**src/rtl/cpu6502_pkg.sv**
```systemverilog
// Shared types for the 6502 load/store/ALU core: FSM states, addressing
// modes, ALU ops, register selects, status bit positions and decode record.
package cpu6502_pkg;

    typedef enum logic [2:0] {
        S_FETCH, S_OP_LO, S_OP_HI, S_FIX, S_ZPIDX, S_READ, S_WRITE, S_EXEC
    } state_e;

    typedef enum logic [2:0] {
        M_IMM, M_ZP, M_ZPX, M_ZPY, M_ABS, M_ABSX, M_ABSY, M_IMPL
    } mode_e;

    typedef enum logic [2:0] {
        ALU_PASS, ALU_ADC, ALU_AND, ALU_ORA, ALU_EOR
    } alu_op_e;

    typedef enum logic [1:0] {
        R_A, R_X, R_Y
    } reg_sel_e;

    // What the instruction does once its operand is known
    typedef enum logic [2:0] {
        K_NOP, K_LOAD, K_STORE, K_ALU, K_CLC, K_SEC, K_CLV
    } kind_e;

    localparam int P_C = 0;
    localparam int P_Z = 1;
    localparam int P_I = 2;
    localparam int P_D = 3;
    localparam int P_B = 4;
    localparam int P_U = 5;
    localparam int P_V = 6;
    localparam int P_N = 7;

    typedef struct packed {
        kind_e    kind;
        mode_e    mode;
        alu_op_e  op;
        reg_sel_e rsel;
    } dec_t;

    function automatic dec_t mk_dec(kind_e k, mode_e m, alu_op_e o, reg_sel_e r);
        dec_t d;
        d.kind = k;
        d.mode = m;
        d.op   = o;
        d.rsel = r;
        return d;
    endfunction

    // The accumulator ALU group encodes its operation in opcode[7:5]
    function automatic alu_op_e alu_grp(logic [7:0] opc);
        case (opc[7:5])
            3'b000:  return ALU_ORA;
            3'b001:  return ALU_AND;
            3'b010:  return ALU_EOR;
            default: return ALU_ADC;
        endcase
    endfunction

endpackage

```
**src/rtl/cpu6502_alu.sv**
```systemverilog
// Combinational 8-bit ALU: pass-through for loads, binary ADC and logic ops.
module cpu6502_alu
    import cpu6502_pkg::*;
(
    input  logic [2:0] op_i,
    input  logic [7:0] a_i,
    input  logic [7:0] m_i,
    input  logic       c_i,
    output logic [7:0] result_o,
    output logic       n_o,
    output logic       z_o,
    output logic       c_o,
    output logic       v_o
);

    logic [8:0] sum;
    assign sum = {1'b0, a_i} + {1'b0, m_i} + {8'h00, c_i};

    // Result select; carry and overflow only meaningful for ADC
    always_comb begin
        result_o = m_i;
        c_o      = c_i;
        v_o      = 1'b0;
        case (op_i)
            ALU_ADC: begin
                result_o = sum[7:0];
                c_o      = sum[8];
                v_o      = (a_i[7] == m_i[7]) && (sum[7] != a_i[7]);
            end
            ALU_AND: result_o = a_i & m_i;
            ALU_ORA: result_o = a_i | m_i;
            ALU_EOR: result_o = a_i ^ m_i;
            default: result_o = m_i;
        endcase
    end

    assign n_o = result_o[7];
    assign z_o = (result_o == 8'h00);

endmodule

```
**src/rtl/cpu6502_ldst_alu_core.sv**
```systemverilog
// 6502 execution core for loads, stores and accumulator ALU ops.
// ab is registered and di is read data for the current ab; the register
// writeback of a load/ALU op happens in EXEC, which is also the next fetch.
module cpu6502_ldst_alu_core
    import cpu6502_pkg::*;
#(
    parameter logic [15:0] RESET_PC           = 16'h0000,
    parameter int          PAGE_CROSS_PENALTY = 1,
    parameter int          ZP_WRAP            = 1
) (
    input  logic        clk,
    input  logic        reset,
    input  logic        rdy_i,
    input  logic [7:0]  di_i,
    output logic [15:0] ab_o,
    output logic [7:0]  do_o,
    output logic        we_o,
    output logic        sync_o,
    output logic [7:0]  a_o,
    output logic [7:0]  x_o,
    output logic [7:0]  y_o,
    output logic [7:0]  p_o
);

    state_e      state_q, state_d;
    logic [15:0] pc_q, pc_d, ab_q, ab_d, ea_q, ea_d;
    logic [7:0]  do_q, do_d, ir_q, ir_d, lo_q, lo_d, m_q, m_d;
    logic [7:0]  a_q, a_d, x_q, x_d, y_q, y_d;
    logic        we_q, we_d, n_q, n_d, v_q, v_d, z_q, z_d, c_q, c_d;

    dec_t        dec;
    logic [7:0]  idx, src;
    logic [8:0]  zp_sum;
    logic [15:0] zp_ea, abs_ea, tgt;
    logic        page_x, is_store, go_ea;
    logic [7:0]  alu_res;
    logic        alu_n, alu_z, alu_c, alu_v;

    cpu6502_alu u_alu (
        .op_i     (dec.op),
        .a_i      (a_q),
        .m_i      (m_q),
        .c_i      (c_q),
        .result_o (alu_res),
        .n_o      (alu_n),
        .z_o      (alu_z),
        .c_o      (alu_c),
        .v_o      (alu_v)
    );

    // Opcode decode table; anything not listed is a 2-cycle NOP
    always_comb begin
        dec = mk_dec(K_NOP, M_IMPL, ALU_PASS, R_A);
        case (ir_q)
            8'hA9: dec = mk_dec(K_LOAD, M_IMM,  ALU_PASS, R_A);
            8'hA5: dec = mk_dec(K_LOAD, M_ZP,   ALU_PASS, R_A);
            8'hB5: dec = mk_dec(K_LOAD, M_ZPX,  ALU_PASS, R_A);
            8'hAD: dec = mk_dec(K_LOAD, M_ABS,  ALU_PASS, R_A);
            8'hBD: dec = mk_dec(K_LOAD, M_ABSX, ALU_PASS, R_A);
            8'hB9: dec = mk_dec(K_LOAD, M_ABSY, ALU_PASS, R_A);
            8'hA2: dec = mk_dec(K_LOAD, M_IMM,  ALU_PASS, R_X);
            8'hA6: dec = mk_dec(K_LOAD, M_ZP,   ALU_PASS, R_X);
            8'hB6: dec = mk_dec(K_LOAD, M_ZPY,  ALU_PASS, R_X);
            8'hAE: dec = mk_dec(K_LOAD, M_ABS,  ALU_PASS, R_X);
            8'hBE: dec = mk_dec(K_LOAD, M_ABSY, ALU_PASS, R_X);
            8'hA0: dec = mk_dec(K_LOAD, M_IMM,  ALU_PASS, R_Y);
            8'hA4: dec = mk_dec(K_LOAD, M_ZP,   ALU_PASS, R_Y);
            8'hB4: dec = mk_dec(K_LOAD, M_ZPX,  ALU_PASS, R_Y);
            8'hAC: dec = mk_dec(K_LOAD, M_ABS,  ALU_PASS, R_Y);
            8'hBC: dec = mk_dec(K_LOAD, M_ABSX, ALU_PASS, R_Y);
            8'h85: dec = mk_dec(K_STORE, M_ZP,   ALU_PASS, R_A);
            8'h95: dec = mk_dec(K_STORE, M_ZPX,  ALU_PASS, R_A);
            8'h8D: dec = mk_dec(K_STORE, M_ABS,  ALU_PASS, R_A);
            8'h9D: dec = mk_dec(K_STORE, M_ABSX, ALU_PASS, R_A);
            8'h99: dec = mk_dec(K_STORE, M_ABSY, ALU_PASS, R_A);
            8'h86: dec = mk_dec(K_STORE, M_ZP,   ALU_PASS, R_X);
            8'h96: dec = mk_dec(K_STORE, M_ZPY,  ALU_PASS, R_X);
            8'h8E: dec = mk_dec(K_STORE, M_ABS,  ALU_PASS, R_X);
            8'h84: dec = mk_dec(K_STORE, M_ZP,   ALU_PASS, R_Y);
            8'h94: dec = mk_dec(K_STORE, M_ZPX,  ALU_PASS, R_Y);
            8'h8C: dec = mk_dec(K_STORE, M_ABS,  ALU_PASS, R_Y);
            8'h69, 8'h29, 8'h09, 8'h49: dec = mk_dec(K_ALU, M_IMM,  alu_grp(ir_q), R_A);
            8'h65, 8'h25, 8'h05, 8'h45: dec = mk_dec(K_ALU, M_ZP,   alu_grp(ir_q), R_A);
            8'h75, 8'h35, 8'h15, 8'h55: dec = mk_dec(K_ALU, M_ZPX,  alu_grp(ir_q), R_A);
            8'h6D, 8'h2D, 8'h0D, 8'h4D: dec = mk_dec(K_ALU, M_ABS,  alu_grp(ir_q), R_A);
            8'h7D, 8'h3D, 8'h1D, 8'h5D: dec = mk_dec(K_ALU, M_ABSX, alu_grp(ir_q), R_A);
            8'h79, 8'h39, 8'h19, 8'h59: dec = mk_dec(K_ALU, M_ABSY, alu_grp(ir_q), R_A);
            8'h18: dec = mk_dec(K_CLC, M_IMPL, ALU_PASS, R_A);
            8'h38: dec = mk_dec(K_SEC, M_IMPL, ALU_PASS, R_A);
            8'hB8: dec = mk_dec(K_CLV, M_IMPL, ALU_PASS, R_A);
            default: dec = mk_dec(K_NOP, M_IMPL, ALU_PASS, R_A);
        endcase
    end

    assign idx      = (dec.mode == M_ZPY || dec.mode == M_ABSY) ? y_q : x_q;
    assign src      = (dec.rsel == R_X) ? x_q : (dec.rsel == R_Y) ? y_q : a_q;
    assign is_store = (dec.kind == K_STORE);
    assign zp_sum   = {1'b0, lo_q} + {1'b0, idx};
    assign zp_ea    = (ZP_WRAP != 0) ? {8'h00, zp_sum[7:0]} : {7'h00, zp_sum};
    assign abs_ea   = {di_i, lo_q} + {8'h00, idx};
    assign page_x   = (abs_ea[15:8] != di_i);

    // Next-state, bus and register-update logic
    always_comb begin
        state_d = state_q;
        pc_d    = pc_q;
        ab_d    = ab_q;
        ea_d    = ea_q;
        do_d    = do_q;
        we_d    = 1'b0;
        ir_d    = ir_q;
        lo_d    = lo_q;
        m_d     = m_q;
        a_d     = a_q;
        x_d     = x_q;
        y_d     = y_q;
        n_d     = n_q;
        v_d     = v_q;
        z_d     = z_q;
        c_d     = c_q;
        go_ea   = 1'b0;
        tgt     = ea_q;
        case (state_q)
            S_FETCH, S_EXEC: begin
                if (state_q == S_EXEC) begin
                    if (dec.kind == K_LOAD) begin
                        case (dec.rsel)
                            R_X:     x_d = alu_res;
                            R_Y:     y_d = alu_res;
                            default: a_d = alu_res;
                        endcase
                        n_d = alu_n;
                        z_d = alu_z;
                    end else if (dec.kind == K_ALU) begin
                        a_d = alu_res;
                        n_d = alu_n;
                        z_d = alu_z;
                        if (dec.op == ALU_ADC) begin
                            c_d = alu_c;
                            v_d = alu_v;
                        end
                    end
                end
                ir_d    = di_i;
                pc_d    = pc_q + 16'd1;
                ab_d    = pc_q + 16'd1;
                state_d = S_OP_LO;
            end
            S_OP_LO: begin
                case (dec.mode)
                    M_IMPL: begin
                        // dummy read of the next byte, which is not consumed
                        ab_d    = pc_q;
                        state_d = S_FETCH;
                        if (dec.kind == K_CLC) c_d = 1'b0;
                        if (dec.kind == K_SEC) c_d = 1'b1;
                        if (dec.kind == K_CLV) v_d = 1'b0;
                    end
                    M_IMM: begin
                        m_d     = di_i;
                        pc_d    = pc_q + 16'd1;
                        ab_d    = pc_q + 16'd1;
                        state_d = S_EXEC;
                    end
                    M_ZP: begin
                        pc_d  = pc_q + 16'd1;
                        tgt   = {8'h00, di_i};
                        go_ea = 1'b1;
                    end
                    M_ZPX, M_ZPY: begin
                        // dummy read at the unindexed zp address
                        pc_d    = pc_q + 16'd1;
                        lo_d    = di_i;
                        ab_d    = {8'h00, di_i};
                        state_d = S_ZPIDX;
                    end
                    default: begin
                        pc_d    = pc_q + 16'd1;
                        lo_d    = di_i;
                        ab_d    = pc_q + 16'd1;
                        state_d = S_OP_HI;
                    end
                endcase
            end
            S_OP_HI: begin
                pc_d = pc_q + 16'd1;
                if (dec.mode == M_ABS) begin
                    tgt   = {di_i, lo_q};
                    go_ea = 1'b1;
                end else if (is_store || (PAGE_CROSS_PENALTY != 0 && page_x)) begin
                    // dummy read with the uncorrected high byte
                    ea_d    = abs_ea;
                    ab_d    = {di_i, abs_ea[7:0]};
                    state_d = S_FIX;
                end else begin
                    tgt   = abs_ea;
                    go_ea = 1'b1;
                end
            end
            S_ZPIDX: begin
                tgt   = zp_ea;
                go_ea = 1'b1;
            end
            S_FIX: begin
                tgt   = ea_q;
                go_ea = 1'b1;
            end
            S_READ: begin
                m_d     = di_i;
                ab_d    = pc_q;
                state_d = S_EXEC;
            end
            S_WRITE: begin
                ab_d    = pc_q;
                state_d = S_FETCH;
            end
            default: state_d = S_FETCH;
        endcase
        if (go_ea) begin
            ab_d = tgt;
            if (is_store) begin
                we_d    = 1'b1;
                do_d    = src;
                state_d = S_WRITE;
            end else begin
                state_d = S_READ;
            end
        end
    end

    // State register; rdy low freezes everything, including we/do/ab
    always_ff @(posedge clk or posedge reset) begin
        if (reset) begin
            state_q <= S_FETCH;
            pc_q    <= RESET_PC;
            ab_q    <= RESET_PC;
            ea_q    <= 16'h0000;
            do_q    <= 8'h00;
            we_q    <= 1'b0;
            ir_q    <= 8'h00;
            lo_q    <= 8'h00;
            m_q     <= 8'h00;
            a_q     <= 8'h00;
            x_q     <= 8'h00;
            y_q     <= 8'h00;
            n_q     <= 1'b0;
            v_q     <= 1'b0;
            z_q     <= 1'b0;
            c_q     <= 1'b0;
        end else if (rdy_i) begin
            state_q <= state_d;
            pc_q    <= pc_d;
            ab_q    <= ab_d;
            ea_q    <= ea_d;
            do_q    <= do_d;
            we_q    <= we_d;
            ir_q    <= ir_d;
            lo_q    <= lo_d;
            m_q     <= m_d;
            a_q     <= a_d;
            x_q     <= x_d;
            y_q     <= y_d;
            n_q     <= n_d;
            v_q     <= v_d;
            z_q     <= z_d;
            c_q     <= c_d;
        end
    end

    // Status byte with the constant bits filled in
    always_comb begin
        p_o      = 8'h00;
        p_o[P_N] = n_q;
        p_o[P_V] = v_q;
        p_o[P_U] = 1'b1;
        p_o[P_B] = 1'b1;
        p_o[P_D] = 1'b0;
        p_o[P_I] = 1'b1;
        p_o[P_Z] = z_q;
        p_o[P_C] = c_q;
    end

    assign ab_o   = ab_q;
    assign do_o   = do_q;
    assign we_o   = we_q;
    assign sync_o = (state_q == S_FETCH) || (state_q == S_EXEC);
    assign a_o    = a_q;
    assign x_o    = x_q;
    assign y_o    = y_q;

endmodule

```
**config.mk**
```make
export PLATFORM = sky130hd
export DESIGN_NAME = cpu6502_ldst_alu_core
export DESIGN_NICKNAME = d
export VERILOG_FILES = /design/src/rtl/cpu6502_pkg.sv /design/src/rtl/cpu6502_alu.sv /design/src/rtl/cpu6502_ldst_alu_core.sv
export SDC_FILE = /design/constraint.sdc
export NUM_CORES = 1
export LEC_CHECK = 0
export BUFFER_PORTS_ARGS = -buffer_cell sky130_fd_sc_hd__buf_2
export CORE_MARGIN = 1
export CORE_UTILIZATION = 50
export DETAILED_ROUTE_END_ITERATION = 16
export GPL_TIMING_DRIVEN = 0
export PLACE_DENSITY_LB_ADDON = 0.15
export SETUP_SLACK_MARGIN = 0.02
export SYNTH_ARGS = -nofsm -noshare
export SYNTH_HDL_FRONTEND = slang
export SYNTH_SLANG_ARGS = --single-unit
```
**constraint.sdc**
```tcl
create_clock -name clk -period 4.85 [get_ports clk]
set_clock_uncertainty 0.05 [all_clocks]
set_input_delay 0.7275 -clock clk [delete_from_list [all_inputs] [get_ports clk]]
set_output_delay 0.7275 -clock clk [all_outputs]
set_load 0.01 [all_outputs]
```
After elaboration in Yosys (flattened, before gate mapping)
Index checks and enable logic that the tools add are counted.

Flip-flop bits (word level): 112. Bits in latches: 0. RAM bits: 0. ROM bits: 0. Memories: 0.

Add/subtract/negate cells: 5. Multiply operators: 0. Divide/modulo/power cells: 0. $lt $le $gt $ge: 0. Equality and inequality tests: 97. Shift-type cells: 0. Mux-type cells: 53. Bitwise operators: 5. Reduce and logical (&&, ||, !) cells: 41.

Operators by type and width (number): $pmux W11 S36 (1); $eq A8 B8 Y1 const B (28); $mux W16 (7); $eq A8 B7 Y1 const B (12); $pmux W16 S3 (2); $pmux W16 S4 (1); $eq A8 B6 Y1 const B (7); $mux W8 (7); $eq A3 B3 Y1 const B (11); $eq A8 B5 Y1 const B (4); $pmux W16 S2 (1); $pmux W8 S4 (1); $eq A3 B2 Y1 const B (9); $reduce_and A5 Y1 (5); $reduce_or A4 Y1 (6); $mux W1 (22); $add A16 B1 Y16 const B (1); $add A16 B8 Y16 (1); $eq A8 B4 Y1 const B (2); $ne A2 B2 Y1 const B (8); $pmux W8 S2 (1); $reduce_and A8 Y1 (2); $eq A3 B1 Y1 const B (5); $pmux W3 S5 (1); other kinds (33) (56).

Logic depth before layout (Yosys ltp)
Depth after elaboration: 14. Gate-level depth with buffers: 22.

By module
A second synthesis with hierarchy kept.

Cells, all modules: 979. Area, all modules: 8665.8 um^2.

Modules (own cells, without submodules): cpu6502_ldst_alu_core (times used 1, cells an instance 836, area each 7603.5 um^2, sequential area each 2802.7 um^2); cpu6502_alu (times used 1, cells an instance 143, area each 1062.3 um^2, sequential area each 0.0 um^2).

Worst setup path after synthesis
Ideal clock, no wire load.

Path type: reg-to-reg. Start: register ir_q[0]. End: register ab_q[3], in the netlist ab_o[3]. Library setup time: 0.087 ns. Data arrival time: 4.678 ns. Required time: 4.713 ns. Setup slack: 0.035 ns. Stages on the path, launching flop included: 18. Buffers on the path: 2. Period minus slack after synthesis: 4.815 ns. Cell sequence: dfrtp_1 -> buf_6 -> and3b_1 -> a32o_1 -> a2111oi_4 -> o21ai_2 -> nand2_1 -> nand2_1 -> mux2_2 -> ha_1 -> and3_1 -> a2111oi_1 -> a211oi_2 -> a2111oi_2 -> nor3_1 -> clkbuf_1 -> a2111o_1 -> o211ai_1.

Cells in the longest elaborated chain, start to end: 14. Elaborated cells between the ends (all ways): 93.

Ends and longest elaborated chain: from (decl) (line cpu6502_ldst_alu_core.sv:27) `logic [7:0] do_q, do_d, ir_q, ir_d, lo_q, lo_d, m_q, m_d;`; from (signal assigned) (line cpu6502_ldst_alu_core.sv:257) `ir_q <= ir_d;`; $eq A8 B7 Y1, or another cell as far along (line cpu6502_ldst_alu_core.sv:54) `case (ir_q)`; $reduce_or A4 Y1, on equally long branches; $pmux W11 S36 * (line cpu6502_ldst_alu_core.sv:54); $eq A3 B2 Y1 or $eq A3 B3 Y1 (tied branches) (line cpu6502_ldst_alu_core.sv:95, cpu6502_ldst_alu_core.sv:150); $logic_or A1 B1 Y1 (line cpu6502_ldst_alu_core.sv:95) `assign idx = (dec.mode == M_ZPY || dec.mode == M_ABSY) ? y_q : x_q;`; $mux W8 (line cpu6502_ldst_alu_core.sv:95); $add A16 B8 Y16 (line cpu6502_ldst_alu_core.sv:100) `assign abs_ea = {di_i, lo_q} + {8'h00, idx};`; $ne A8 B8 Y1 (line cpu6502_ldst_alu_core.sv:101) `assign page_x = (abs_ea[15:8] != di_i);`; $logic_or A1 B1 Y1 (line cpu6502_ldst_alu_core.sv:190) `end else if (is_store || (PAGE_CROSS_PENALTY != 0 && page_x)) begin`; $mux W1 (line cpu6502_ldst_alu_core.sv:190); $mux W1 (line cpu6502_ldst_alu_core.sv:187) `if (dec.mode == M_ABS) begin`; $pmux W1 S3 (line cpu6502_ldst_alu_core.sv:123) `case (state_q)`; $ne A3 B3 Y1 (no source line) or $reduce_bool A5 Y1 (tied branches); $reduce_and A5 Y1 (no source line); to (signal assigned) (line cpu6502_ldst_alu_core.sv:236) `ab_q <= RESET_PC;`; to (signal assigned) (line cpu6502_ldst_alu_core.sv:253) `ab_q <= ab_d;`; to (decl) (line cpu6502_ldst_alu_core.sv:26) `logic [15:0] pc_q, pc_d, ab_q, ab_d, ea_q, ea_d;`.

Every way passes the cells marked *; elsewhere a longest branch is shown, timed or not. The select of a mux whose other input is x is not followed. A chain may end at the register's enable or synchronous reset.

Worst setup path after layout
Start: register ir_q[0]. End: register ab_q[2], in the netlist ab_o[2].

Same word-level chain as after synthesis.

==> metrics.txt <==
status=finished, final reports clean; initial DRC count=878; Unique masters post-synth=89; Post-DP Area=0.00904 mm2; Sw Ratio=50.5%; clock root buffer=clkbuf_16; footprint of the multi-input gates=0.00546 mm2; Seq/Total Area, Yosys=33.2%; Post-Synth Adder-Cell Area=5.31%; final instance area=0.00979 mm2; post-layout min period=4780 ps; WL final=28000 um; Port Buffer Count=57; Internal=3.11 mW; Top-Level Pins=69; post-synthesis compound-gate area fraction=24.2%; DPL Wire Length=20200 um; CTS clock-pin slew for the worst setup and hold paths=80 ps; crit-path max FO=10; placed cell count=1246; clock share of power=12.8%; WP data arrival=5020 ps; crit start category=flop; capturing point of the worst reg2reg path=ab_o[2]$_DFFE_PP0P_; H-tree depth=3; Sequential Power Share=23.7%; commonest non-fill, non-tap cell in the layout=dfrtp_1; Post-synth top flop=dfrtp_1; worst hold path type=in -> async; cells along the critical path=buf_6 > and3b_1 > a32o_2 > a2111o_1 > nand2_1 > nand2_2 > nand2_4 > mux2_2 > ha_1 > fa_2 > a21o_1 > a22oi_2 > a21oi_4 > clkbuf_8 > nor2_2 > o21ai_4 > buf_6 > a221oi_2 > o221ai_2 > a31oi_1; antenna violations before repair=0; crit path kind=reg -> reg; final hold violations=0; EDFF count, synth=0; total CTS buffers=9; register area=0.00281 mm2; Hold Buf Count CTS=0; per-cell routed wire length=21.9 um; largest net degree at the start of global routing=58; core area=0.0165 mm2; MaxCap Viol Count=0; Pwr Density=642 mW/mm2; DR vias=8205; Worst Setup End Kind=flop; synthesis-to-layout area growth=16.1%; grt ovf=0; Total Power=6.29 mW; Worst Reg-to-Reg Cells=20; R2R Setup Slk=70 ps; CTS tree=done; delay of the slowest critical-path stage=410 ps; combinational family with the most area after synthesis=compound AO/OA/AOI/OAI gates; mux cell area share after synthesis=9.89%; gpl congestion=0.968; ant diodes=0; post-route ant nets=0; number of remaining DRC errors=0; total global-route track usage=32.4%; number of global-route vias before repair=7660; Die H=132 um; slew margin rel.=31.5%; Setup-failing EPs final=0; count of final max-slew check failures=0; NetSw=3.17 mW; most frequent cells in the layout=dfrtp_1, nand2_1, o21ai_0; die width=132 um; share of cells above drive strength 1=21.9%; Worst-Skew Late Latency=360 ps; first-pass GRT wire length=43700 um; FILL cells=1474; Synth Cell Area=0.00844 mm2; Lkg Pwr=4.40 nW; Max Buffers Root-to-Sink=2; Rows=47; RR Startpoint=ir_q[0]$_DFFE_PP0P_; Comb power frac=63.5%; CP most frequent cell=buf_6; Post-synth ARST share=100%; die area=0.0174 mm2; Vias/cell=6.43; Syn Inst Count=966; Avg Cell Area, Syn=8.74 um2; drt first pass iters=5; nets=1098; XOR/XNOR share of the synthesized area=3.63%; Clock Sinks=112; Tightest Pin Transition=1030 ps; WP data required=5080 ps; YS warnings=0; Max VDD drop=330 uV; slowest stage cell, crit path=a2111o_1; Max Freq=209 MHz; Final period util=98.6%; Final Non-Filler Cells=1277; simple-gate share of the synthesized area=18.1%; FF+latch count, synth=112; Starting Density=51.1%
synthesized netlist by cell type (9+ instances only):
cell,n,area [um2]
o21ai_0,70,350
and3_1,19,119
ha_1,31,388
a211oi_1,12,90.1
o21a_1,9,67.6
a221oi_1,13,114
nor2_1,67,251
or3_1,9,56.3
xnor2_1,19,166
nand2b_1,12,75.1
mux2i_1,17,170
a21o_1,13,97.6
buf_2,12,60.1
dfrtp_1,112,2800
clkbuf_1,43,161
nand2_1,106,398
buf_4,9,67.6
nor3_1,18,90.1
a21oi_1,49,245
xor2_1,16,140
mux2_2,55,619
nand3_1,22,110
a31oi_1,14,87.6
inv_1,41,154
o211ai_1,18,135
how the worst max path moves through the flow:
| stage | startpoint | cells past startpoint | endpoint | slack (ps) |
|---|---|---|---|---|
| finish | ir_q[0]$_DFFE_PP0P_ | 20 | ab_o[2]$_DFFE_PP0P_ | 70 |
| global route | ir_q[1]$_DFFE_PP0P_ | 19 | ab_o[2]$_DFFE_PP0P_ | -40 |
| CTS | ir_q[0]$_DFFE_PP0P_ | 17 | ab_o[2]$_DFFE_PP0P_ | 20 |
| detailed placement | ir_q[4]$_DFFE_PP0P_ | 18 | ab_o[9]$_DFFE_PP0P_ | -1110 |
| global placement | ir_q[2]$_DFFE_PP0P_ | 19 | ab_o[9]$_DFFE_PP0P_ | -1120 |
| floorplan | ir_q[0]$_DFFE_PP0P_ | 17 | ab_o[3]$_DFFE_PP0P_ | 40 |
metrics by stage:
step	setup WS, ps	setup TNS [ps]	hold slack [ps]	utilization [%]
2_1_floorplan	35.1	0	400	-
3_3_place_gp	-1120	-82450	410	54.5
3_5_place_dp	-1110	-34250	415	54.7
4_1_cts	20.0	0	403	57.8
5_1_grt	-38.8	-62.3	427	59.3
6_report	67.2	0	372	59.3
worst max-delay path, delay by kind of cell, from the launching register on:
family / cells / cell delay (ps)
adders and majority gates: 2 / 640
DFF: 1 / 400
buffers and inverters: 3 / 530
and+or+nand+nor: 5 / 670
AOI/OAI and AO/OA: 9 / 2030
muxes: 1 / 360
area by class of cell:
| type | count | share of cell area (%) |
|---|---|---|
| flip-flops and latches | 112 | 28.6 |
| plain buffers | 66 | 3.49 |
| well taps | 220 | 2.81 |
| clock inverters | 6 | 0.792 |
| inverters | 43 | 1.70 |
| repair buffers | 75 | 4.50 |
| clock buffers | 9 | 2.30 |
| multi-input cells | 746 | 55.8 |
flip-flops by register name (all words and copies together), names as in the netlist, 3 cells and up:
name and count:
a_o 8, ab_o 16, do_o 8, ea_q 16, ir_q 8, lo_q 8
m_q 8, pc_q 16, state_q 3, x_o 8, y_o 8
repair_timing:
| item | CTS | global route |
|---|---|---|
| setup buffers | 9 | 8 |
| setup endpoints to repair | 35 | 35 |
| gates resized for setup | 31 | 40 |
| pin swaps | 10 | 12 |
power by group through the flow:
stage | Combinational (mW) | Sequential [mW] | Clock (mW)
after global placement | 3.62 | 1.49 | 0
after global routing | 4.32 | 1.52 | 0.834
after floorplan | 2.57 | 1.47 | 0
after CTS | 3.74 | 1.48 | 0.813
after detailed placement | 3.64 | 1.49 | 0
final | 3.99 | 1.49 | 0.804
metal layers:
layer / track usage (%) / wire length (um) / up-vias
met5: 0 / 0 / -
met4: 10.3 / 742 / 0
met3: 7.50 / 2590 / 68
met2: 47.4 / 12000 / 431
met1: 47.3 / 12700 / 3994
li1: - / - / 3712
cell families after synthesis:
group / count (synthesis)
AO/OA/AOI/OAI: 291
buffers and inverters: 110
XOR/XNOR: 35
adder cells (fa/ha/maj): 34
AND/OR/NAND/NOR: 308
multiplexers: 74
other: 2
flip-flops: 112
(Power assumes the default switching activity.)
